### src/rtl/ex_muldiv_unit_if.sv
// ex_muldiv_unit_if
//   Bundle between the ID/EX pipeline side and the EX-stage multiply/divide unit.
//   master : pipeline side, drives op_valid/funct/rs_data/rt_data and observes
//            busy/stall_req/hilo_rdata/hi/lo.
//   slave  : ex_muldiv_unit.
interface ex_muldiv_unit_if #(
  parameter int WIDTH = 32
);
  logic             op_valid;
  logic [5:0]       funct;
  logic [WIDTH-1:0] rs_data;
  logic [WIDTH-1:0] rt_data;
  logic             busy;
  logic             stall_req;
  logic [WIDTH-1:0] hilo_rdata;
  logic [WIDTH-1:0] hi;
  logic [WIDTH-1:0] lo;

  modport master (
    output op_valid, funct, rs_data, rt_data,
    input  busy, stall_req, hilo_rdata, hi, lo
  );

  modport slave (
    input  op_valid, funct, rs_data, rt_data,
    output busy, stall_req, hilo_rdata, hi, lo
  );
endinterface

### src/rtl/ex_muldiv_unit.sv
// ex_muldiv_unit
//   EX-stage iterative multiply/divide unit owning the HI/LO registers.
//   MULT/MULTU run as shift-add, DIV/DIVU as restoring division, one bit per
//   cycle; MFHI/MFLO/MTHI/MTLO are served directly.
// Ports
//   clk    : rising-edge clock
//   reset  : asynchronous, active-high
//   mdu    : ex_muldiv_unit_if.slave
//            in  op_valid, funct, rs_data, rt_data
//            out busy (op in flight), stall_req (HI/LO op while busy),
//                hilo_rdata (MFHI->hi, MFLO->lo, else 0), hi, lo
module ex_muldiv_unit #(
  parameter int WIDTH = 32
) (
  input  logic            clk,
  input  logic            reset,
  ex_muldiv_unit_if.slave mdu
);
  localparam int CW = (WIDTH > 1) ? $clog2(WIDTH) : 1;

  localparam logic [5:0] F_MFHI  = 6'h10;
  localparam logic [5:0] F_MTHI  = 6'h11;
  localparam logic [5:0] F_MFLO  = 6'h12;
  localparam logic [5:0] F_MTLO  = 6'h13;
  localparam logic [5:0] F_MULT  = 6'h18;
  localparam logic [5:0] F_MULTU = 6'h19;
  localparam logic [5:0] F_DIV   = 6'h1A;
  localparam logic [5:0] F_DIVU  = 6'h1B;

  typedef enum logic [1:0] {IDLE, RUN, FIX} state_t;

  state_t           state;
  logic [CW-1:0]    count;
  logic             busy_q;
  logic [WIDTH-1:0] hi_q, lo_q;
  // acc/lo_r form {product_hi, product_lo} for multiply and
  // {remainder, quotient/dividend} for divide.
  logic [WIDTH-1:0] acc, lo_r;
  logic [WIDTH-1:0] opa, opb, raw_rs;
  logic             is_div, neg_res, neg_rem, div_zero;

  logic             hilo_class, accept, sgn_a, sgn_b;
  logic [WIDTH-1:0] abs_a, abs_b;
  logic [WIDTH:0]   mul_sum, div_shift;
  logic [WIDTH-1:0] div_diff;
  logic             div_ge;
  logic [2*WIDTH-1:0] prod, prod_fix;
  logic [WIDTH-1:0] quo_fix, rem_fix;

  always_comb begin
    hilo_class = mdu.op_valid &&
                 ((mdu.funct[5:2] == 4'b0100) || (mdu.funct[5:2] == 4'b0110));
    accept     = hilo_class && !busy_q;
    // Even functs of the 18h..1Bh group are the signed variants.
    sgn_a      = !mdu.funct[0] && mdu.rs_data[WIDTH-1];
    sgn_b      = !mdu.funct[0] && mdu.rt_data[WIDTH-1];
    abs_a      = sgn_a ? (~mdu.rs_data + 1'b1) : mdu.rs_data;
    abs_b      = sgn_b ? (~mdu.rt_data + 1'b1) : mdu.rt_data;

    mul_sum    = {1'b0, acc} + (lo_r[0] ? {1'b0, opa} : '0);
    div_shift  = {acc, lo_r[WIDTH-1]};
    div_ge     = div_shift >= {1'b0, opb};
    // Remainder before the shift is < opb, so the difference fits WIDTH bits.
    div_diff   = div_shift[WIDTH-1:0] - opb;

    prod       = {acc, lo_r};
    prod_fix   = neg_res ? (~prod + 1'b1) : prod;
    quo_fix    = neg_res ? (~lo_r + 1'b1) : lo_r;
    rem_fix    = neg_rem ? (~acc + 1'b1) : acc;
  end

  always_comb begin
    mdu.hilo_rdata = '0;
    if (mdu.funct == F_MFHI)      mdu.hilo_rdata = hi_q;
    else if (mdu.funct == F_MFLO) mdu.hilo_rdata = lo_q;
  end

  assign mdu.busy      = busy_q;
  assign mdu.stall_req = hilo_class && busy_q;
  assign mdu.hi        = hi_q;
  assign mdu.lo        = lo_q;

  always_ff @(posedge clk or posedge reset) begin
    if (reset) begin
      state    <= IDLE;
      count    <= '0;
      busy_q   <= 1'b0;
      hi_q     <= '0;
      lo_q     <= '0;
      acc      <= '0;
      lo_r     <= '0;
      opa      <= '0;
      opb      <= '0;
      raw_rs   <= '0;
      is_div   <= 1'b0;
      neg_res  <= 1'b0;
      neg_rem  <= 1'b0;
      div_zero <= 1'b0;
    end else begin
      case (state)
        IDLE: begin
          if (accept) begin
            case (mdu.funct)
              F_MTHI: hi_q <= mdu.rs_data;
              F_MTLO: lo_q <= mdu.rs_data;
              F_MULT, F_MULTU, F_DIV, F_DIVU: begin
                opa      <= abs_a;
                opb      <= abs_b;
                raw_rs   <= mdu.rs_data;
                is_div   <= mdu.funct[1];
                neg_res  <= sgn_a ^ sgn_b;
                neg_rem  <= sgn_a;
                div_zero <= (mdu.rt_data == '0);
                acc      <= '0;
                // Multiplier shifts out of lo_r; dividend shifts out of lo_r.
                lo_r     <= mdu.funct[1] ? abs_a : abs_b;
                count    <= '0;
                busy_q   <= 1'b1;
                state    <= RUN;
              end
              default: ;
            endcase
          end
        end
        RUN: begin
          count <= count + 1'b1;
          if (is_div) begin
            acc  <= div_ge ? div_diff : div_shift[WIDTH-1:0];
            lo_r <= {lo_r[WIDTH-2:0], div_ge};
          end else begin
            {acc, lo_r} <= {mul_sum, lo_r[WIDTH-1:1]};
          end
          if (count == CW'(WIDTH-1)) state <= FIX;
        end
        FIX: begin
          if (!is_div) begin
            hi_q <= prod_fix[2*WIDTH-1:WIDTH];
            lo_q <= prod_fix[WIDTH-1:0];
          end else if (div_zero) begin
            hi_q <= raw_rs;
            lo_q <= '1;
          end else begin
            hi_q <= rem_fix;
            lo_q <= quo_fix;
          end
          busy_q <= 1'b0;
          state  <= IDLE;
        end
        default: state <= IDLE;
      endcase
    end
  end
endmodule

### src/flat_wrapper.sv
// flat-port wrapper written by rule: the top's interface ports become plain ports
module ex_muldiv_unit_flat 
#(
  parameter int WIDTH = 32
)
  (clk, reset, mdu_op_valid, mdu_funct, mdu_rs_data, mdu_rt_data, mdu_busy, mdu_stall_req, mdu_hilo_rdata, mdu_hi, mdu_lo);
  ex_muldiv_unit_if #(.WIDTH(WIDTH)) mdu_i ();
  input  logic clk;
  input  logic reset;
  input wire logic [$bits(mdu_i.op_valid)-1:0] mdu_op_valid;
  input wire logic [$bits(mdu_i.funct)-1:0] mdu_funct;
  input wire logic [$bits(mdu_i.rs_data)-1:0] mdu_rs_data;
  input wire logic [$bits(mdu_i.rt_data)-1:0] mdu_rt_data;
  output wire logic [$bits(mdu_i.busy)-1:0] mdu_busy;
  output wire logic [$bits(mdu_i.stall_req)-1:0] mdu_stall_req;
  output wire logic [$bits(mdu_i.hilo_rdata)-1:0] mdu_hilo_rdata;
  output wire logic [$bits(mdu_i.hi)-1:0] mdu_hi;
  output wire logic [$bits(mdu_i.lo)-1:0] mdu_lo;
  assign mdu_i.op_valid = mdu_op_valid;
  assign mdu_i.funct = mdu_funct;
  assign mdu_i.rs_data = mdu_rs_data;
  assign mdu_i.rt_data = mdu_rt_data;
  assign mdu_busy = mdu_i.busy;
  assign mdu_stall_req = mdu_i.stall_req;
  assign mdu_hilo_rdata = mdu_i.hilo_rdata;
  assign mdu_hi = mdu_i.hi;
  assign mdu_lo = mdu_i.lo;
  ex_muldiv_unit #(.WIDTH(WIDTH)) u_core (.clk(clk), .reset(reset), .mdu(mdu_i));
endmodule
### config.mk
export PLATFORM = sky130hd
export DESIGN_NAME = ex_muldiv_unit_flat
export DESIGN_NICKNAME = d
export VERILOG_FILES = /design/src/rtl/ex_muldiv_unit_if.sv /design/src/rtl/ex_muldiv_unit.sv /design/src/flat_wrapper.sv
export SDC_FILE = /design/constraint.sdc
export NUM_CORES = 1
export LEC_CHECK = 0
export BUFFER_PORTS_ARGS = -buffer_cell sky130_fd_sc_hd__buf_2
export CAP_MARGIN = 20
export CORE_UTILIZATION = 48
export DETAILED_ROUTE_END_ITERATION = 6
export PLACE_DENSITY = 0.73
export RECOVER_POWER = 50
export SLEW_MARGIN = 20
export SYNTH_ARGS = -nofsm -noshare
export SYNTH_HDL_FRONTEND = slang
export SYNTH_SLANG_ARGS = --single-unit
### constraint.sdc
create_clock -name clk -period 19.1 [get_ports clk]
set_clock_uncertainty 0.15 [all_clocks]
set_input_delay 1.91 -clock clk [delete_from_list [all_inputs] [get_ports clk]]
set_output_delay 1.91 -clock clk [all_outputs]
set_load 0.1 [all_outputs]
# Word level (Yosys, flattened, before mapping)

Cells that the tools add are included.

Reduce and logical (&&, ||, !) cells: 19
Muxes and demuxes: 38
Add/subtract/negate cells: 8
Equality and inequality tests: 18
Magnitude comparators: 1
Bitwise operators: 6

Operators with widths:

| operator                                               | count |
|---|---|
| two-way mux 32 bit                                     | 23 |
| case mux 32 bit (2 select lines)                       | 4 |
| adder 32 x 1 -> 32 bit (second input constant)         | 4 |
| NOT 32 bit                                             | 4 |
| adder 64 x 1 -> 64 bit (second input constant)         | 1 |
| two-way mux 64 bit                                     | 1 |
| NOT 64 bit                                             | 1 |
| == test 6 x 5 -> 1 bit (second input constant)         | 8 |
| adder 32 x 33 -> 33 bit                                | 1 |
| greater-or-equal comparator 33 x 32 -> 1 bit           | 1 |
| logical NOT 32 bit                                     | 1 |
| subtractor 32 bit                                      | 1 |
| AND reduction 3 bit                                    | 6 |
| two-way mux 5 bit                                      | 2 |
| case mux 5 bit (2 select lines)                        | 1 |
| == test 4 x 3 -> 1 bit (second input constant)         | 2 |
| two-way mux 2 bit                                      | 3 |
| inequality test 2 bit (second input constant)          | 3 |
| adder 5 x 1 -> 5 bit (second input constant)           | 1 |
| == test 5 bit (second input constant)                  | 1 |
| logical AND 1 bit                                      | 5 |
| inequality test 2 x 1 -> 1 bit (second input constant) | 2 |
| case mux 2 bit (2 select lines)                        | 1 |
| nonzero test 2 bit                                     | 2 |
| 9 further kinds                                        | 11 |

Bits in registers: 236
Input port bits: 73

# Longest topological paths before layout

Depth in word-level cells: 7
Depth in mapped cells: 16
Gate-level depth less buffers: 14

# Worst setup path after synthesis

Ideal clock, no wire load.

Path kind: input -> output
Start: input mdu_funct[1]
End: output mdu_hilo_rdata[10]
Data arrival time: 4049 ps
Required time: 17040 ps
Cell stages on the path: 4
Buffers on the path: 2
Path slack: 12991 ps
Cell sequence: clkbuf_1 -> clkbuf_1 -> mux2i_1 -> nor2_1

Word-level cells in the longest chain between the ends: 3
Elaborated cells on any way between the ends: 4
Those cells by class: eq/ne: 2; mux: 2

Ends and longest elaborated chain:

| item                   | line                 | RTL |
|---|---|---|
| start, declared        | flat_wrapper.sv:11   | `input wire logic [$bits(mdu_i.funct)-1:0] mdu_funct;` |
| == test 6 x 5 -> 1 bit | ex_muldiv_unit.sv:75 | `else if (mdu.funct == F_MFLO) mdu.hilo_rdata = lo_q;` |
| two-way mux 32 bit     | ex_muldiv_unit.sv:75 |  |
| two-way mux 32 bit (*) | ex_muldiv_unit.sv:74 | `if (mdu.funct == F_MFHI) mdu.hilo_rdata = hi_q;` |
| end, declared          | flat_wrapper.sv:16   | `output wire logic [$bits(mdu_i.hilo_rdata)-1:0] mdu_hilo_rdata;` |

Mark *: on every way between the ends. The rest lies on a longest branch, timed or not.

==> results_dict.tcl <==
set metrics [dict create \
    synth_top_family_by_area "compound AO/OA/AOI/OAI gates" \
    filler_cell_count 3544 \
    slew_viol_final 325 \
    drt-pass1-iter-count 6 \
    wl_um 61200 \
    min_delay_path_depth 2 \
    overflow 0 \
    tightest_slew_ps 5870 \
    worstPathRequired_ps 18470 \
    cts_buffers 27 \
    io_pins 171 \
    post-place-ws_ps 13000 \
    finalHoldViolCount 0 \
    synth_top_flop_cell "dfrtp_1" \
    drc_errors 0 \
    grt_pass1_wl_um 95400 \
    internal_power_mw 1.59 \
    clk_latency_ps 560 \
    synth_edf_count 0 \
    clockBufferDepth 3 \
    dieArea_um2 38700 \
    switching_share 0.478 \
    worstSetupPathType "in2async" \
    grt_max_degree 123 \
    ys_seq_elements 235 \
    cp_common_cell "clkbuf_1" \
    die_w_um 197 \
    cts_sinks 235 \
    post-cts-setup-buffers 0 \
    synth-seq-area-share 0.323 \
    drtIter0Drc 1994 \
    syn_nets 2422 \
    ctsResizeCount 0 \
    synthXorXnorAreaFrac 0.0891 \
    avgSynthCellArea_um2 7.99 \
    setup_violations 0 \
    cts_tree "yes" \
    worst-path-stages 3 \
    cts_root_buffer "clkbuf_16" \
    critical_path.top_delay_family "buffers and inverters" \
    pwr-share-clk 0.175 \
    final_nets 2477 \
    yosys_warnings 0 \
    powerDensity_nw_per_um2 152 \
    worstRegToRegCells 10 \
    status "finished with violations" \
    rows 70 \
    hp-class "reg2reg" \
    irDropWorstVdd_uv 84.2 \
    synth_cell_types 72 \
    drive_gt1_frac 0.0842 \
    worst-path-buf-inv 3 \
    h-tree-depth 1 \
    grt_pass1_vias 16600 \
    netlist_area_um2 18200 \
    multiInputGateArea_um2 11400 \
    vias 17800 \
    synthSimpleGateAreaFrac 0.193 \
    m1WireLength_um 26200 \
    maxCapViolations 4 \
    power.switching_mw 1.46 \
    rsz0062_at_grt "no" \
    post_drt_wl_per_cell_um 21.4 \
    muxShareOfSynthArea 0.0678 \
    async_flop_share 1.00 \
    start_kind "input port" \
    crit_chain "clkbuf_1 -> clkinvlp_2 -> clkbuf_1" \
    setup_ws_ps 10680 \
    cp_max_fo 122 \
    cellLeakagePower_nw 8.62 \
    combPwrFrac 0.529 \
    seq_power_share 0.296 \
    dpl.hpwl_um 44700 \
    period_minus_slack_ps 8420 \
    gr-usage-all-layers 0.315 \
    synthAdderAreaFrac 0.0504 \
    maxSlewHeadroom -2.94 \
    wl_met3_um 4280 \
    met2_length_um 28100 \
    cpMaxStageDelayCell "clkinvlp_2" \
    syn_inst 2277 \
    regArea_um2 5890 \
    critPathMaxStageDelay_ps 3210 \
    period_share 0.441 \
    failed_checks "max-capacitance violations, max-slew violations" \
    area_delta_synth_final_pct 10.2 \
    port_buffers 170 \
    die_h_um 197 \
    setup-tns-final_ps 0 \
    design.core.area_um2 37000 \
    routed.top_layer "met4" \
    ant_nets 0 \
    vias_per_cell 6.22 \
    path_clk_slew_ps 60 \
    synth-compound-area-share 0.228 \
    critPathArrivalTime_ps 7790 \
    cp-end-kind "async pin" \
    start_util 0.492 \
    antenna_found_initial 2 \
    cts_hold_repair.buffers 0 \
    fmax_ghz 0.119 \
    gp_congestion 0.972 \
]
## cell usage after synthesis (all sizes together) (36+ instances only)
library cell,instances,area (um2)
and2,40,250
nor2,147,552
nand2,366,1370
a32oi,38,333
a21oi,137,686
xor2,77,674
mux2i,122,1220
dfrtp,235,5880
xnor2,108,946
a211oi,61,458
clkbuf,153,576
o21ai,244,1220
inv,58,218
a21o,38,285
ha,70,876
nand3,36,180
## through the flow
step	instance area (um2)	util	std cells	hold slack, ps	total power, mW
after floorplan	18200	-	2277	287	2.06
after global placement	19300	0.521	2807	305	2.44
after CTS	20100	0.545	2855	321	3.02
final	20000	0.542	2857	324	3.05
after global routing	20000	0.542	2857	342	3.25
after detailed placement	19300	0.521	2807	306	2.47
## metal layers
layer	global-route usage	vias to the layer above
met4	0.128	0
met1	0.436	8660
met2	0.503	765
li1	-	8204
met5	0	-
met3	0.0318	155
## sequential cells by signal, indices dropped and copies added (netlist names)
| register | cells |
|---|---|
| u_core.mdu.busy | 1 |
| u_core.lo_r | 32 |
| u_core.mdu.lo | 32 |
| u_core.is_div | 1 |
| u_core.state | 2 |
| u_core.count | 5 |
| u_core.acc | 32 |
| u_core.opa | 32 |
| u_core.opb | 32 |
| u_core.neg_rem | 1 |
| u_core.mdu.hi | 32 |
| u_core.raw_rs | 31 |
| u_core.neg_res | 1 |
| u_core.div_zero | 1 |
## placed cells by master, fill, tap and decap left out, types with 57 or more instances in the layout
cell      instances
a211oi_1         61
a21oi_1         136
mux2i_1         122
inv_1            57
xor2_1           77
xnor2_1         108
clkbuf_1         73
o21ai_0         244
buf_2           103
dfrtp_1         232
nand2_1         366
nor2_1          146
ha_1             70
## kinds of logic (layout without fill, tap and decap cells)
| logic type | after synthesis | in the layout |
|---|---|---|
| mux | 123 | 123 |
| fa+ha+maj | 72 | 72 |
| compound gates | 666 | 666 |
| buf+inv | 228 | 302 |
| other cells | 0 | 2 |
| flops | 235 | 235 |
| simple gates | 768 | 768 |
| xor+xnor | 185 | 185 |
## worst min-delay path, cell delays in order (launching register included)
cell and delay (ps):
dfrtp_1 340, nand2_1 50, nand2_1 60
## power groups by stage
stage / clock network [mW] / logic (mW) / registers (mW)
floorplan: 0 / 1.21 / 0.843
global placement: 0 / 1.54 / 0.892
detailed placement: 0 / 1.58 / 0.898
CTS: 0.540 / 1.59 / 0.890
global route: 0.561 / 1.77 / 0.917
finish: 0.534 / 1.61 / 0.901
## path summary, 6_finish.rpt
check	from	end	slack [ps]
worst max-delay path	reset	u_core.is_div	10680
worst min-delay path	u_core.raw_rs[27]	u_core.raw_rs[27]	320
worst max register to register	u_core.lo_r[3]	u_core.mdu.hi[2]	13680
worst min register to register	u_core.raw_rs[27]	u_core.raw_rs[27]	320
max in group clk	mdu_funct[5]	u_core.lo_r[18]	12650
min in group asynchronous	reset	u_core.opb[26]	2990
## layout make-up
cell class | instances | area share
diodes | 2 | 0.000250
well taps | 504 | 0.0315
clock inverters | 9 | 0.00506
inverters | 58 | 0.0109
repair buffers | 196 | 0.0478
clock buffers | 39 | 0.0395
multi-input cells | 1814 | 0.571
flip-flops and latches | 235 | 0.294
Note: power is estimated with default switching activity, not from simulation.
